**config.mk**
```make
export PLATFORM = sky130hd
export DESIGN_NAME = ads8681_conv_ctrl
export DESIGN_NICKNAME = d
export VERILOG_FILES = /design/src/rtl/ads8681_conv_ctrl.sv
export SDC_FILE = /design/constraint.sdc
export NUM_CORES = 1
export LEC_CHECK = 0
export BUFFER_PORTS_ARGS = -buffer_cell sky130_fd_sc_hd__buf_2
export CAP_MARGIN = 20
export CELL_PAD_IN_SITES_DETAIL_PLACEMENT = 1
export CELL_PAD_IN_SITES_GLOBAL_PLACEMENT = 1
export CORE_ASPECT_RATIO = 0.75
export CORE_MARGIN = 2
export CORE_UTILIZATION = 35
export DETAILED_ROUTE_END_ITERATION = 16
export PLACE_DENSITY = 0.6
export REMOVE_ABC_BUFFERS = 1
export SLEW_MARGIN = 20
export SYNTH_ARGS = -nofsm -noshare
export SYNTH_HDL_FRONTEND = slang
export SYNTH_SLANG_ARGS = --single-unit
export TNS_END_PERCENT = 5
```
**constraint.sdc**
```tcl
create_clock -name clk_in -period 8.55 [get_ports clk_in]
set_input_delay 0.4275 -clock clk_in [delete_from_list [all_inputs] [get_ports clk_in]]
set_output_delay 0.4275 -clock clk_in [all_outputs]
set_load 0.01 [all_outputs]
```
**src/rtl/ads8681_conv_ctrl.sv**
```systemverilog
// ADS8681 conversion/transfer sequencer: CONVST pulse, 32-bit SPI frame
// with optional register command, MISO capture and sample hand-off.
module ads8681_conv_ctrl #(
    parameter int unsigned CLK_DIV = 2,
    parameter int unsigned T_CONV  = 100
) (
    input  logic        clk_in,
    input  logic        rst,
    input  logic        start,
    input  logic        cmd_valid,
    input  logic [31:0] cmd_word,
    output logic        cmd_ready,
    output logic        busy,
    output logic        data_valid,
    output logic [31:0] rx_frame,
    output logic [15:0] sample,
    output logic        overrun,
    output logic        adc_cs_n,
    output logic        adc_sclk,
    output logic        adc_sdi,
    input  logic        adc_sdo
);

    typedef enum logic [1:0] {IDLE, CONV, XFER, DONE} state_t;

    localparam logic [7:0]  DIV_LAST  = 8'(CLK_DIV - 1);
    localparam logic [15:0] CONV_LAST = 16'(T_CONV - 1);

    state_t      state_q, state_d;
    logic [15:0] conv_cnt_q, conv_cnt_d;
    logic [7:0]  div_cnt_q, div_cnt_d;
    logic        half_q, half_d;
    logic [4:0]  bit_cnt_q, bit_cnt_d;
    logic [31:0] tx_q, tx_d;
    logic [31:0] rx_shift_q, rx_shift_d;
    logic [31:0] rx_frame_q, rx_frame_d;
    logic [31:0] slot_q, slot_d;
    logic        slot_full_q, slot_full_d;
    logic        overrun_q, overrun_d;
    logic        accept_s;

    // State register and datapath flops.
    always_ff @(posedge clk_in or posedge rst) begin
        if (rst) begin
            state_q     <= IDLE;
            conv_cnt_q  <= 16'd0;
            div_cnt_q   <= 8'd0;
            half_q      <= 1'b0;
            bit_cnt_q   <= 5'd0;
            tx_q        <= 32'd0;
            rx_shift_q  <= 32'd0;
            rx_frame_q  <= 32'd0;
            slot_q      <= 32'd0;
            slot_full_q <= 1'b0;
            overrun_q   <= 1'b0;
        end else begin
            state_q     <= state_d;
            conv_cnt_q  <= conv_cnt_d;
            div_cnt_q   <= div_cnt_d;
            half_q      <= half_d;
            bit_cnt_q   <= bit_cnt_d;
            tx_q        <= tx_d;
            rx_shift_q  <= rx_shift_d;
            rx_frame_q  <= rx_frame_d;
            slot_q      <= slot_d;
            slot_full_q <= slot_full_d;
            overrun_q   <= overrun_d;
        end
    end

    // Next-state and datapath logic.
    always_comb begin
        state_d     = state_q;
        conv_cnt_d  = conv_cnt_q;
        div_cnt_d   = div_cnt_q;
        half_d      = half_q;
        bit_cnt_d   = bit_cnt_q;
        tx_d        = tx_q;
        rx_shift_d  = rx_shift_q;
        rx_frame_d  = rx_frame_q;
        slot_d      = slot_q;
        slot_full_d = slot_full_q;
        overrun_d   = overrun_q;
        accept_s    = cmd_valid && (state_q == IDLE) && !slot_full_q;

        if (start && (state_q != IDLE)) begin
            overrun_d = 1'b1;
        end else begin
            overrun_d = overrun_q;
        end

        case (state_q)
            IDLE: begin
                if (accept_s) begin
                    slot_d      = cmd_word;
                    slot_full_d = 1'b1;
                end else begin
                    slot_full_d = slot_full_q;
                end
                // A command accepted alongside start rides in this same frame.
                if (start || slot_full_q) begin
                    state_d    = CONV;
                    conv_cnt_d = 16'd0;
                    tx_d       = accept_s ? cmd_word : (slot_full_q ? slot_q : 32'h0000_0000);
                end else begin
                    state_d = IDLE;
                end
            end
            CONV: begin
                if (conv_cnt_q == CONV_LAST) begin
                    state_d    = XFER;
                    conv_cnt_d = 16'd0;
                    div_cnt_d  = 8'd0;
                    half_d     = 1'b0;
                    bit_cnt_d  = 5'd0;
                end else begin
                    conv_cnt_d = conv_cnt_q + 16'd1;
                end
            end
            XFER: begin
                // MISO is captured in the first cycle of each high phase.
                if (half_q && (div_cnt_q == 8'd0)) begin
                    rx_shift_d = {rx_shift_q[30:0], adc_sdo};
                end else begin
                    rx_shift_d = rx_shift_q;
                end
                if (div_cnt_q == DIV_LAST) begin
                    div_cnt_d = 8'd0;
                    if (half_q) begin
                        half_d    = 1'b0;
                        tx_d      = {tx_q[30:0], 1'b0};
                        bit_cnt_d = bit_cnt_q + 5'd1;
                        if (bit_cnt_q == 5'd31) begin
                            state_d    = DONE;
                            rx_frame_d = rx_shift_d;
                        end else begin
                            state_d = XFER;
                        end
                    end else begin
                        half_d = 1'b1;
                    end
                end else begin
                    div_cnt_d = div_cnt_q + 8'd1;
                end
            end
            DONE: begin
                state_d     = IDLE;
                slot_full_d = 1'b0;
                slot_d      = 32'd0;
            end
            default: begin
                state_d = IDLE;
            end
        endcase
    end

    assign cmd_ready  = (state_q == IDLE) && !slot_full_q;
    assign busy       = (state_q != IDLE);
    assign data_valid = (state_q == DONE);
    assign rx_frame   = rx_frame_q;
    assign sample     = rx_frame_q[31:16];
    assign overrun    = overrun_q;
    assign adc_cs_n   = (state_q == CONV);
    assign adc_sclk   = (state_q == XFER) && half_q;
    assign adc_sdi    = (state_q == XFER) && tx_q[31];

endmodule
```
==> summary.md <==
| Metric | Value |
|---|---|
| Status | finished, final reports clean |
| Setup TNS Final | 0 ps |
| Clk Latency, worst-skew pair | 430 ps |
| Number of flops mapped to enable cells by yosys | 0 |
| Slew Limit Fails | 0 |
| Synth cell count leaders | dfrtp_1, mux2_2, a21oi_1 |
| Crit-path slowest cell | a21oi_1 |
| Core area | 21900 um^2 |
| Fin nets | 801 |
| Gpl congestion | 0.791 |
| CTS Hold Bufs | 0 |
| Bufs and invs on worst path | 3 |
| Clk root buf | clkbuf_16 |
| Dominant cells by area after synthesis | dfrtp_1, mux2_2, mux2i_1, a22o_1, a22oi_1 |
| Unrepaired setup endpoints after global routing | no |
| Avg Cell Area, Syn | 11.1 um^2 |
| Hpwl dp | 12000 um |
| DR WL/cell | 17.6 um |
| First-pass GRT wire length | 31300 um |
| Initial antenna violation count | 0 |
| Seq/Total Area, Yosys | 52.5% |
| Worst slew margin | 29.6% |
| Worst Max-Slew Pin Slew | 1040 ps |
| Synthesis-stage register bit count | 162 |
| Internal reg-to-reg setup slack | 5650 ps |
| Die W | 176 um |
| Ys Warns | 0 |
| Final wirelength | 18700 um |
| Cell internal pwr | 0.00169 W |
| Final Setup Violations | 0 |
| Final Skew | 10.4 ps |
| IO buf count | 91 |
| Mapped cell area | 7720 um^2 |
| Gate power share | 33.2% |
| Iter 0 DRT Violations | 273 |
| Die ar. | 23300 um^2 |
| Cell-by-cell trace of the critical path | inv_1, ha_2, buf_4, inv_1, a21oi_1, a21bo_2, o22ai_1 |
| Inserted Clock Buffers | 17 |
| Seq pwr share | 37.2% |
| Most common cell on crit path | inv_1 |
| Worst hold margin | 157 ps |
| Static Leak | 4.34 nW |
| H-tree levels | 4 |
| DRC Markers | 0 |
| Synthesized instance count | 698 |
| Max incr delay on CP | 730 ps |
| Kind of critical path | register to register |
| Die Ht | 133 um |
| Clock transition at the registers of the reported paths | 70 ps |
| Final Total Pwr | 0.00261 W |
| Clock share of power | 29.7% |
| Post-CTS sizing | 0 |
| DR vias/cell | 5.35 |
| Starting Density | 35.3% |
| Antenna-violating nets left | 0 |
| Via count | 5668 |
| Syn-to-layout area delta | 15.8% |
| CTS tree | built |
| Top delay family on crit path | compound AO/OA/AOI/OAI gates |
| Yosys cell types | 54 |
| Total iterations of the first detailed-routing run | 5 |
| Critical path data arrival time | 3240 ps |
| Vias in the first global route | 5979 |
| Worst reg2reg path endpoint | div_cnt_q[2] |
| Final worst path period share | 33.9% |
| Most numerous cell in the Yosys netlist | dfrtp_1 |
| PD cells | 292 nW/um^2 |
| Largest net degree at the start of global routing | 87 |
| Gr ovfl total | 0 |
| Setup bufs post-CTS | 0 |
| Worst r2r src | state_q[0] |
| Sw frac | 35.0% |
| Clk sink count | 162 |
| Ys flop type | dfrtp_1 |
| HP Class | input port to async pin |
| Data required time at the worst endpoint | 8890 ps |
| Max Buffers Root-to-Sink | 2 |
| Startpoint types | register |
| Share of cells above drive strength 1 | 27.4% |
| Gr usage total | 16.7% |
| Tmin final | 2900 ps |
| # diodes | 0 |
| Reg2reg path depth | 7 |
| Yosys top cell by area | dfrtp_1 |
| CP Capture Type | register |
| # rows | 47 |
| Final hold violations | 0 |
| Max Cap Viol | 0 |
| I/O Pins | 92 |
| CP Max Fanout | 78 |
| Asr flop ratio synth | 100% |
| Maximum vdd drop | 0.148 mV |
| Switch Pwr | 0.000913 W |
| Fmax | 345 MHz |
| Synth top area share | 52.5% |
==> cell type report <==
class	count	area, um^2
Clock buffer	21	460
Fill cell	2446	12900
Inverter	14	57.6
Multi-Input combinational cell	459	3330
Timing Repair Buffer	99	536
Clock inverter	11	130
Tap cell	294	368
Sequential cell	162	4050
==> cells by family after synthesis <==
kind of cell	synth area share [%]
AND/OR/NAND/NOR	10.5
AO/OA/AOI/OAI	16.2
flip-flops	52.5
multiplexers	14.2
adder cells (fa/ha/maj)	1.78
XOR/XNOR	0.227
buffers and inverters	4.70
==> sequential cells by signal, summed over array words and instances (netlist names) <==
signal       count
bit_cnt_q        5
conv_cnt_q      16
div_cnt_q        8
half_q           1
overrun          1
rx_frame        32
rx_shift_q      32
slot_full_q      1
slot_q          32
state_q          2
tx_q            32
==> how the worst max path moves through the flow <==
stage               slack, ps  depth (start not counted)          from      endpoint
finish                   5650                          7    state_q[0]  div_cnt_q[2]
global placement         5650                          5   slot_full_q      tx_q[10]
global route             5470                          7    state_q[0]  div_cnt_q[7]
detailed placement       5470                          6  div_cnt_q[1]      tx_q[16]
CTS                      5480                          6  div_cnt_q[1]      tx_q[22]
floorplan                3750                          1           rst  bit_cnt_q[0]
==> per-layer routing <==
| layer | vias up | GRT usage (%) | part of all wire [%] |
|---|---|---|---|
| met2 | 114 | 27.9 | 50 |
| met1 | 2896 | 22.0 | 46 |
| met5 | - | 0 | 0 |
| met4 | 0 | 4.82 | 0.76 |
| li1 | 2645 | - | - |
| met3 | 13 | 3.51 | 3.8 |
==> cells in the final DEF (no fill, tap or decap), drive strengths merged, types with 5 or more instances in the layout <==
master	instances
o31ai	7
nand2	47
clkbuf	21
nor2	45
nand4	5
or4	9
mux2i	35
nand3	11
dfrtp	162
mux2	66
and2	5
and3	8
a22oi	33
o21ai	41
buf	99
a22o	35
a21oi	49
ha	11
inv	15
==> through the flow <==
stage	instances	util (%)	setup slack [ps]	area, um^2
after detailed placement	1027	38.0	5470	8310
final	1060	40.9	5650	8940
after floorplan	635	-	3750	7410
after global routing	1060	40.9	5470	8940
after global placement	1027	38.0	5650	8310
after CTS	1059	40.7	5480	8900
==> power groups by stage <==
stage / clock, W / combinational (W) / sequential, W
4_1_cts: 0.000796 / 0.000857 / 0.000968
5_1_grt: 0.000832 / 0.000952 / 0.000985
6_report: 0.000774 / 0.000864 / 0.000969
2_1_floorplan: 0 / 0.000621 / 0.000957
3_5_place_dp: 0 / 0.000855 / 0.000981
3_3_place_gp: 0 / 0.000809 / 0.000971
Power figures use the tool's default switching activity.
